<file path="config.mk">
export PLATFORM = sky130hd
export DESIGN_NAME = sha256_msg_loader_flat
export DESIGN_NICKNAME = d
export VERILOG_FILES = /design/src/rtl/sha256_pkg.sv /design/src/rtl/sha256_msg_loader_if.sv /design/src/rtl/sha256_msg_loader.sv /design/src/flat_wrapper.sv
export SDC_FILE = /design/constraint.sdc
export NUM_CORES = 1
export LEC_CHECK = 0
export ABC_CLOCK_PERIOD_IN_PS = 2700
export CORE_ASPECT_RATIO = 0.75
export CORE_MARGIN = 2
export CORE_UTILIZATION = 51
export DETAILED_ROUTE_END_ITERATION = 8
export PLACE_DENSITY = 0.85
export SLEW_MARGIN = 10
export SYNTH_ARGS = -nofsm -noshare
export SYNTH_HDL_FRONTEND = slang
export SYNTH_SLANG_ARGS = --single-unit
</file>
<file path="constraint.sdc">
create_clock -name i_clk -period 2.7 [get_ports i_clk]
set_input_delay 0.54 -clock i_clk [delete_from_list [all_inputs] [get_ports i_clk]]
set_output_delay 0.54 -clock i_clk [all_outputs]
set_load 0.01 [all_outputs]
</file>
<file path="src/rtl/sha256_pkg.sv">
// sha256_pkg: hash-core register map, command values and
// loader state encoding shared by the message-loader slice.
package sha256_pkg;

  localparam logic [6:0] W_MEM_BASE  = 7'd0;
  localparam logic [6:0] W_MEM_LAST  = W_MEM_BASE + 7'd63;
  localparam logic [6:0] WHO_AM_I    = 7'd64;
  localparam logic [6:0] STATUS      = 7'd65;
  localparam logic [6:0] DIGEST_BASE = 7'd70;
  localparam logic [6:0] DIGEST_LAST = DIGEST_BASE + 7'd31;

  localparam logic [7:0] START_CMD = 8'h01;
  localparam logic [7:0] PAD_MARK  = 8'h80;

  typedef enum logic [2:0] {
    ST_IDLE,
    ST_LOAD,
    ST_DRAIN,
    ST_PAD,
    ST_START,
    ST_WAIT,
    ST_READ
  } loader_state_t;

  // Message byte k lands at the top of W_MEM, walking down.
  function automatic logic [6:0] w_addr(logic [5:0] k);
    return W_MEM_LAST - {1'b0, k};
  endfunction

  // Digest byte j is read from the top of the digest window.
  function automatic logic [6:0] d_addr(logic [4:0] j);
    return DIGEST_LAST - {2'b0, j};
  endfunction

endpackage

</file>
<file path="src/rtl/sha256_msg_loader_if.sv">
// sha256_msg_loader_if: message stream in, hash-core bus,
// digest stream out. master = loader side, slave = environment.
interface sha256_msg_loader_if;

  logic [7:0] i_s_data;
  logic       i_s_valid;
  logic       i_s_last;
  logic       o_s_ready;

  logic [6:0] o_h_addr;
  logic [7:0] o_h_data;
  logic       o_h_we;
  logic       i_h_irq;
  logic [7:0] i_h_rdata;

  logic [7:0] o_m_data;
  logic       o_m_valid;
  logic       o_m_last;
  logic       i_m_ready;

  modport master (
    input  i_s_data, i_s_valid, i_s_last,
    output o_s_ready,
    output o_h_addr, o_h_data, o_h_we,
    input  i_h_irq, i_h_rdata,
    output o_m_data, o_m_valid, o_m_last,
    input  i_m_ready
  );

  modport slave (
    output i_s_data, i_s_valid, i_s_last,
    input  o_s_ready,
    input  o_h_addr, o_h_data, o_h_we,
    output i_h_irq, i_h_rdata,
    input  o_m_data, o_m_valid, o_m_last,
    output i_m_ready
  );

endinterface

</file>
<file path="src/rtl/sha256_msg_loader.sv">
// sha256_msg_loader: loads a <=55-byte message into a SHA-256 core,
// pads it, starts the core, waits for irq and streams the digest.
// Ports: i_clk, i_rst (async, high), bus (master), o_err, o_busy.
module sha256_msg_loader
  import sha256_pkg::*;
#(
  parameter int IRQ_TIMEOUT = 1023
) (
  input  logic                i_clk,
  input  logic                i_rst,
  sha256_msg_loader_if.master bus,
  output logic                o_err,
  output logic                o_busy
);

  localparam int MAX_MSG_BYTES = 55;
  localparam int WCW = $clog2(IRQ_TIMEOUT + 1);
  localparam logic [5:0] N_MAX = 6'(MAX_MSG_BYTES);
  localparam logic [WCW-1:0] W_END = WCW'(IRQ_TIMEOUT - 1);

  loader_state_t  st;
  logic [5:0]     n;
  logic [5:0]     p;
  logic [4:0]     j;
  logic [WCW-1:0] wcnt;

  logic        s_rdy;
  logic        s_acc;
  logic        m_acc;
  logic        fits;
  logic        to_hit;
  logic [15:0] bit_len;

  assign s_rdy = (st == ST_IDLE) | (st == ST_LOAD)
               | (st == ST_DRAIN);
  // Gated by reset so nothing is written while i_rst is high.
  assign s_acc = s_rdy & bus.i_s_valid & ~i_rst;
  assign m_acc = (st == ST_READ) & bus.i_m_ready;
  // Byte k=n being accepted still fits if n+1 <= 55.
  assign fits = n < N_MAX;
  assign to_hit = wcnt == W_END;
  assign bit_len = {7'd0, n, 3'd0};
  assign o_busy = st != ST_IDLE;

  always_ff @(posedge i_clk or posedge i_rst) begin
    if (i_rst) begin
      st   <= ST_IDLE;
      n    <= '0;
      p    <= '0;
      j    <= '0;
      wcnt <= '0;
    end else begin
      unique case (st)
        ST_IDLE, ST_LOAD: begin
          if (s_acc) begin
            n <= n + 6'd1;
            p <= n + 6'd1;
            if (bus.i_s_last && !fits) begin
              st <= ST_IDLE;
              n  <= '0;
              p  <= '0;
            end else if (bus.i_s_last) begin
              st <= ST_PAD;
            end else if (n == N_MAX) begin
              st <= ST_DRAIN;
            end else begin
              st <= ST_LOAD;
            end
          end
        end
        ST_DRAIN: begin
          if (s_acc && bus.i_s_last) begin
            st <= ST_IDLE;
            n  <= '0;
            p  <= '0;
          end
        end
        ST_PAD: begin
          if (p == 6'd63) st <= ST_START;
          else p <= p + 6'd1;
        end
        ST_START: begin
          st   <= ST_WAIT;
          wcnt <= '0;
          n    <= '0;
          p    <= '0;
        end
        ST_WAIT: begin
          if (bus.i_h_irq) begin
            st   <= ST_READ;
            j    <= '0;
            wcnt <= '0;
          end else if (to_hit) begin
            st   <= ST_IDLE;
            wcnt <= '0;
          end else begin
            wcnt <= wcnt + WCW'(1);
          end
        end
        ST_READ: begin
          if (m_acc) begin
            j <= j + 5'd1;
            if (j == 5'd31) st <= ST_IDLE;
          end
        end
        default: st <= ST_IDLE;
      endcase
    end
  end

  always_comb begin
    bus.o_s_ready = s_rdy;
    bus.o_h_we    = 1'b0;
    bus.o_h_addr  = WHO_AM_I;
    bus.o_h_data  = '0;
    bus.o_m_data  = '0;
    bus.o_m_valid = 1'b0;
    bus.o_m_last  = 1'b0;
    o_err         = 1'b0;
    unique case (st)
      ST_IDLE, ST_LOAD: begin
        if (s_acc) begin
          bus.o_h_we   = 1'b1;
          bus.o_h_addr = w_addr(n);
          bus.o_h_data = bus.i_s_data;
          o_err        = bus.i_s_last & ~fits;
        end
      end
      ST_DRAIN: begin
        o_err = s_acc & bus.i_s_last;
      end
      ST_PAD: begin
        bus.o_h_we   = 1'b1;
        bus.o_h_addr = w_addr(p);
        unique case (1'b1)
          (p == n):     bus.o_h_data = PAD_MARK;
          (p == 6'd62): bus.o_h_data = bit_len[15:8];
          (p == 6'd63): bus.o_h_data = bit_len[7:0];
          default:      bus.o_h_data = 8'h00;
        endcase
      end
      ST_START: begin
        bus.o_h_we   = 1'b1;
        bus.o_h_addr = STATUS;
        bus.o_h_data = START_CMD;
      end
      ST_WAIT: begin
        o_err = ~bus.i_h_irq & to_hit;
      end
      ST_READ: begin
        bus.o_h_addr  = d_addr(j);
        bus.o_m_data  = bus.i_h_rdata;
        bus.o_m_valid = 1'b1;
        bus.o_m_last  = j == 5'd31;
      end
      default: ;
    endcase
  end

endmodule

</file>
<file path="src/flat_wrapper.sv">
// flat-port wrapper written by rule: the top's interface ports become plain ports
module sha256_msg_loader_flat import sha256_pkg::*;
#(
  parameter int IRQ_TIMEOUT = 1023
)
  (i_clk, i_rst, o_err, o_busy, bus_i_s_data, bus_i_s_valid, bus_i_s_last, bus_o_s_ready, bus_o_h_addr, bus_o_h_data, bus_o_h_we, bus_i_h_irq, bus_i_h_rdata, bus_o_m_data, bus_o_m_valid, bus_o_m_last, bus_i_m_ready);
  sha256_msg_loader_if bus_i ();
  input  logic i_clk;
  input  logic i_rst;
  output logic o_err;
  output logic o_busy;
  input wire logic [$bits(bus_i.i_s_data)-1:0] bus_i_s_data;
  input wire logic [$bits(bus_i.i_s_valid)-1:0] bus_i_s_valid;
  input wire logic [$bits(bus_i.i_s_last)-1:0] bus_i_s_last;
  output wire logic [$bits(bus_i.o_s_ready)-1:0] bus_o_s_ready;
  output wire logic [$bits(bus_i.o_h_addr)-1:0] bus_o_h_addr;
  output wire logic [$bits(bus_i.o_h_data)-1:0] bus_o_h_data;
  output wire logic [$bits(bus_i.o_h_we)-1:0] bus_o_h_we;
  input wire logic [$bits(bus_i.i_h_irq)-1:0] bus_i_h_irq;
  input wire logic [$bits(bus_i.i_h_rdata)-1:0] bus_i_h_rdata;
  output wire logic [$bits(bus_i.o_m_data)-1:0] bus_o_m_data;
  output wire logic [$bits(bus_i.o_m_valid)-1:0] bus_o_m_valid;
  output wire logic [$bits(bus_i.o_m_last)-1:0] bus_o_m_last;
  input wire logic [$bits(bus_i.i_m_ready)-1:0] bus_i_m_ready;
  assign bus_i.i_s_data = bus_i_s_data;
  assign bus_i.i_s_valid = bus_i_s_valid;
  assign bus_i.i_s_last = bus_i_s_last;
  assign bus_o_s_ready = bus_i.o_s_ready;
  assign bus_o_h_addr = bus_i.o_h_addr;
  assign bus_o_h_data = bus_i.o_h_data;
  assign bus_o_h_we = bus_i.o_h_we;
  assign bus_i.i_h_irq = bus_i_h_irq;
  assign bus_i.i_h_rdata = bus_i_h_rdata;
  assign bus_o_m_data = bus_i.o_m_data;
  assign bus_o_m_valid = bus_i.o_m_valid;
  assign bus_o_m_last = bus_i.o_m_last;
  assign bus_i.i_m_ready = bus_i_m_ready;
  sha256_msg_loader #(.IRQ_TIMEOUT(IRQ_TIMEOUT)) u_core (.i_clk(i_clk), .i_rst(i_rst), .bus(bus_i), .o_err(o_err), .o_busy(o_busy));
endmodule
</file>
# After elaboration in Yosys (flattened, before gate mapping)
# Index checks and enable logic that the tools add are counted.
# totals
register_bits,30
out_inout_bits,29
# classes
n_mux,35
eq_ne,20
add_sub_neg,7
n_lt_le_gt_ge,1
n_bitwise,11
reduce_logical,15
# ops
op,n
8-bit one-hot mux with 3 select lines,2
7-bit one-hot mux with 4 select lines,1
3-bit two-way mux,9
6-bit two-way mux,4
6-bit one-hot mux with 4 select lines,1
"6-bit by 6-bit subtractor with 7-bit output, first input constant",3
10-bit two-way mux,2
10-bit one-hot mux with 2 select lines,1
"6-bit equality test, second input constant",3
3-bit one-hot mux with 6 select lines,1
6-bit one-hot mux with 3 select lines,1
8-bit two-way mux,2
"6-bit by 1-bit adder with 6-bit output, second input constant",2
"10-bit by 1-bit adder with 10-bit output, second input constant",1
"10-bit equality test, second input constant",1
5-bit two-way mux,2
5-bit one-hot mux with 2 select lines,1
"3-bit equality test, second input constant",3
"2-bit != test, second input constant",4
7-bit two-way mux,1
1-bit bitwise AND,6
"3-bit by 2-bit equality test with 1-bit output, second input constant",2
6-bit equality test,1
"6-bit < comparator, second input constant",1
21 further kinds,34

# Longest topological paths before layout
# depth
depth_word,8
ltp_mapped,7

# Worst setup path after synthesis
# No wires, ideal clock.
# synth_timing
path_type,input to output
from,in i_rst
to,out bus_o_h_addr[0]
path_buffers,0
path_slack_ns,0.291
path_stages,3
required_time_ns,2.160
arrival_ns,1.869
cell_sequence,inv_1 nand3_1 o221ai_1
# synth_via
elab_chain_cells,4
# synth_rtl
item,line,rtl
start: declaration,flat_wrapper.sv:9,input logic i_rst;
1-bit NOT,sha256_msg_loader.sv:37,assign s_acc = s_rdy & bus.i_s_valid & ~i_rst;
1-bit bitwise AND,sha256_msg_loader.sv:37,
7-bit two-way mux,sha256_msg_loader.sv:122,if (s_acc) begin
7-bit one-hot mux with 4 select lines,sha256_msg_loader.sv:120,unique case (st)
end: declaration,flat_wrapper.sv:16,output wire logic [$bits(bus_i.o_h_addr)-1:0] bus_o_h_addr;
# No other way between the ends.

# Worst setup path after layout
# layout_timing
from,reg u_core.n[0]
to,out o_err
# layout_via
elab_chain_cells,5
# layout_rtl
item,line,rtl
start: declaration,sha256_msg_loader.sv:22,logic [5:0] n;
start signal: assignment,sha256_msg_loader.sv:56,n <= n + 6'd1;
6-bit < comparator,sha256_msg_loader.sv:40,assign fits = n < N_MAX;
1-bit NOT,sha256_msg_loader.sv:126,o_err = bus.i_s_last & ~fits;
1-bit bitwise AND,sha256_msg_loader.sv:126,
1-bit two-way mux,sha256_msg_loader.sv:122,
1-bit one-hot mux with 3 select lines,sha256_msg_loader.sv:120,
end: declaration,flat_wrapper.sv:10,output logic o_err;
# No other way between the ends.

==> metrics.md <==
| Metric | Value |
|---|---|
| Status | completed |
| Avg WL per Cell | between 15 and 20 µm |
| Synth Area in XOR/XNOR | between 7 and 8% |
| Leakage power | 0.001402 µW |
| Die area | between 0.005 and 0.006 mm² |
| Average cell area after synthesis | between 8 and 9 µm² |
| Num CTS Buffers | 5 |
| Crit-path max cell delay | ~0.48 ns |
| Clock sink total | 30 |
| R2r setup slk | ~0.6 ns |
| Post-route ant nets | 0 |
| Mux cell area share after synthesis | roughly 2.2% |
| Max Fclk | approximately 380 MHz |
| Area Overhead vs Synth | 35.26% |
| Synth Cell Area | 0.002381 mm² |
| Total grt overflow | 0 |
| DRC | 0 |
| Hold Path End | u_core.wcnt[0] |
| Compound-Gate Fraction of Synth Area | between 20% and 30% |
| Most frequent cells in the layout | clkdlybuf4s50_1 (45), buf_4 (30), dfrtp_1 (26), nand2_1 (25) |
| CP Class | flip-flop to output port |
| Detailed Place HPWL | slightly above 5000 µm |
| Final instance area | 0.003221 mm² |
| Skew final | between 0.004 and 0.005 ns |
| Vias | between 2000 and 2500 |
| CP endpoint kind | output port |
| Min-Delay Path Class | flip-flop to flip-flop |
| Slew Viols, Final | 0 |
| H-Tree Depth | 2 |
| Crit-path leading delay family | buffers and inverters |
| Asr flop ratio synth | 100.0% |
| CTS hold repair buffers | 0 |
| Post-synth top area share | around a third |
| Max VDD drop | 0.5178 mV |
| Post-Synth Adder-Cell Area | around 4.7% |
| Via-per-instance ratio | between 6 and 7 |
| Clock root buffer master | clkbuf_8 |
| CP Max Fanout | 3 |
| Initial antenna violation count | 0 |
| Worst setup path start | u_core.n[0] |
| Top cells by area, synth | dfrtp_1 (32%), ha_1 (4.7%), xor2_1 (4.4%) |
| Gr usage total | between 20% and 30% |
| Main combinational cell family by area after synthesis | simple AND/OR/NAND/NOR gates |
| # nets final | 368 |
| Share of layout cells above drive strength 1 | 17.16% |
| Cell Rows | 21 |
| Antenna cells | 0 |
| Power Dens Cells | between 800 and 900 mW/mm² |
| EDFF count, synth | 0 |
| Synth Area in Simple Gates | a little over a quarter |
| Die W | slightly above 80 µm |
| CTS tree | yes |
| RR Endpoint | u_core.p[1] |
| RD Place Congestion | ~0.92 |
| Max Root-Sink Buffers | 2 |
| Yosys cell types | between 60 and 70 |
| Register area share after synthesis | between 30% and 40% |
| Top Ports | 51 |
| Worst endpoint required time | between 2 and 2.5 ns |
| Port Buffer Count | 50 |
| Yosys top cell by area | dfrtp_1 |
| Worst Path Buf+Inv | 1 |
| DP Cell Count | between 300 and 400 |
| Hold Path Depth | 1 |
| Initial drt markers | between 200 and 250 |
| Area of the core | between 0.004 and 0.005 mm² |
| Depth of the most critical reg-to-reg path | 7 |
| Crit path cell chain | ha_1 > a21o_1 > nand3_1 > mux2i_1 > a32o_1 > clkdlybuf4s50_1 |
| Tmin final | between 2 and 3 ns |
| Largest net degree at the start of global routing | 31 |
| # setup viols final | 0 |
| Top_reg_cell synth | dfrtp_1 |
| Area post-placement | just over 0.003 mm² |
| Slew headroom | approximately two thirds |
| Detailed Route WL | 7071 µm |
| Clock transition at path regs | roughly 0.070 ns |
| Number of global-route vias before repair | approximately 2300 |
| RR Startpoint | u_core.st[1] |
| CP max stage cell | clkdlybuf4s50_1 |
| Hold Fails Final Rpt | 0 |
| DRT Pass-1 Iters | 8 |
| First-pass GRT wire length | 11340 µm |
| Die Y | between 60 and 70 µm |
| Worst-Skew Late Latency | about 0.29 ns |
| Critical path startpoint category | flip-flop |
| Final std cells w/o fill | approximately 400 |
| YS warnings | 0 |
| Critical Path AT | approximately 2.1 ns |
| Initial core utilization | between 50 and 60% |
| Most common cell after layout, fill and taps aside | clkdlybuf4s50_1 |
| Mapped Cells | between 200 and 300 |
| Post-Syn Nets | approximately 300 |
| Final period util | 97.44% |
| Beginning of the worst hold path | u_core.wcnt[0] |
| Worst Tran Pin Value | ~0.49 ns |
| Max_cap viols | 0 |
| Post-synthesis register bit count | 30 |
==> logic make-up after synthesis <==
group	count (synthesis)
XOR/XNOR	21
flip-flops	30
AO/OA/AOI/OAI	65
multiplexers	5
adder cells (fa/ha/maj)	9
AND/OR/NAND/NOR	110
buffers and inverters	28
==> synth_stat cells (all sizes together) (3+ instances only) <==
| master | count |
|---|---|
| or3 | 3 |
| a21oi | 8 |
| ha | 9 |
| nand4 | 9 |
| and3 | 4 |
| xnor2 | 9 |
| dfrtp | 30 |
| a22o | 5 |
| o21ai | 12 |
| nand3 | 13 |
| a21o | 3 |
| o221ai | 7 |
| and2 | 13 |
| o2bb2ai | 4 |
| nor3 | 3 |
| nor3b | 3 |
| a31oi | 3 |
| buf | 7 |
| nor2 | 14 |
| nand2b | 7 |
| a32o | 3 |
| nand2 | 25 |
| clkbuf | 11 |
| inv | 10 |
| xor2 | 12 |
| mux2i | 3 |
==> registers in the layout, indices dropped and copies added (netlist names) <==
name	flops
u_core.p	6
u_core.wcnt	10
u_core.j	5
u_core.st	3
u_core.n	6
==> timing repair <==
action,CTS,global route
pin swaps,2,1
endpoints found under the setup margin,16,7
resized for setup,8,5
buffers inserted,1,6
==> layer usage <==
metal / GRT usage, % / vias to the layer above / part of all wire [%]
met5: 0 / - / 0
li1: - / 1135 / -
met2: 39.42 / 141 / 44
met3: 8.912 / 14 / 9.8
met1: 37.72 / 1187 / 45
met4: 7.992 / 0 / 1.8
==> report_power, final <==
group	total [µW]	internal (µW)	switching (µW)
clock	449	271	178
sequential	792	597	195
combinational	1580	766	815
==> worst max path at each step <==
stage / endpoint / slack, ns / cells past startpoint
2_1_floorplan: bus_o_h_addr[0] / 0.29 / 3
3_3_place_gp: bus_o_h_data[0] / -0.07 / 6
3_5_place_dp: bus_o_h_addr[6] / -0.11 / 6
4_1_cts: bus_o_h_data[7] / 0.01 / 5
5_1_grt: bus_o_h_addr[5] / -0.01 / 6
6_report: o_err / 0.07 / 6
==> final cells by class <==
type	count	area, µm²
clock inverters	3	40.04
multi-input cells	210	1520
well taps	57	71.32
repair buffers	80	726.9
clock buffers	5	68.82
flip-flops and latches	30	755.7
fillers	341	1246
inverters	10	37.54
==> through the flow <==
stage | power [µW] | worst slack, ns | setup TNS (ns) | util [%] | hold slack, ns
after global placement | 2192 | -0.07438 | -0.1535 | 68.10 | 0.5122
after detailed placement | 2224 | -0.1052 | -0.4442 | 68.10 | 0.5257
after global routing | 2983 | -0.01264 | -0.01707 | 72.10 | 0.5611
final | 2822 | 0.06918 | 0 | 72.10 | 0.5466
after CTS | 2703 | 0.01192 | 0 | 70.81 | 0.5349
after floorplan | 1661 | 0.2915 | 0 | - | 0.4862
Note: power is estimated with default switching activity, not from simulation.
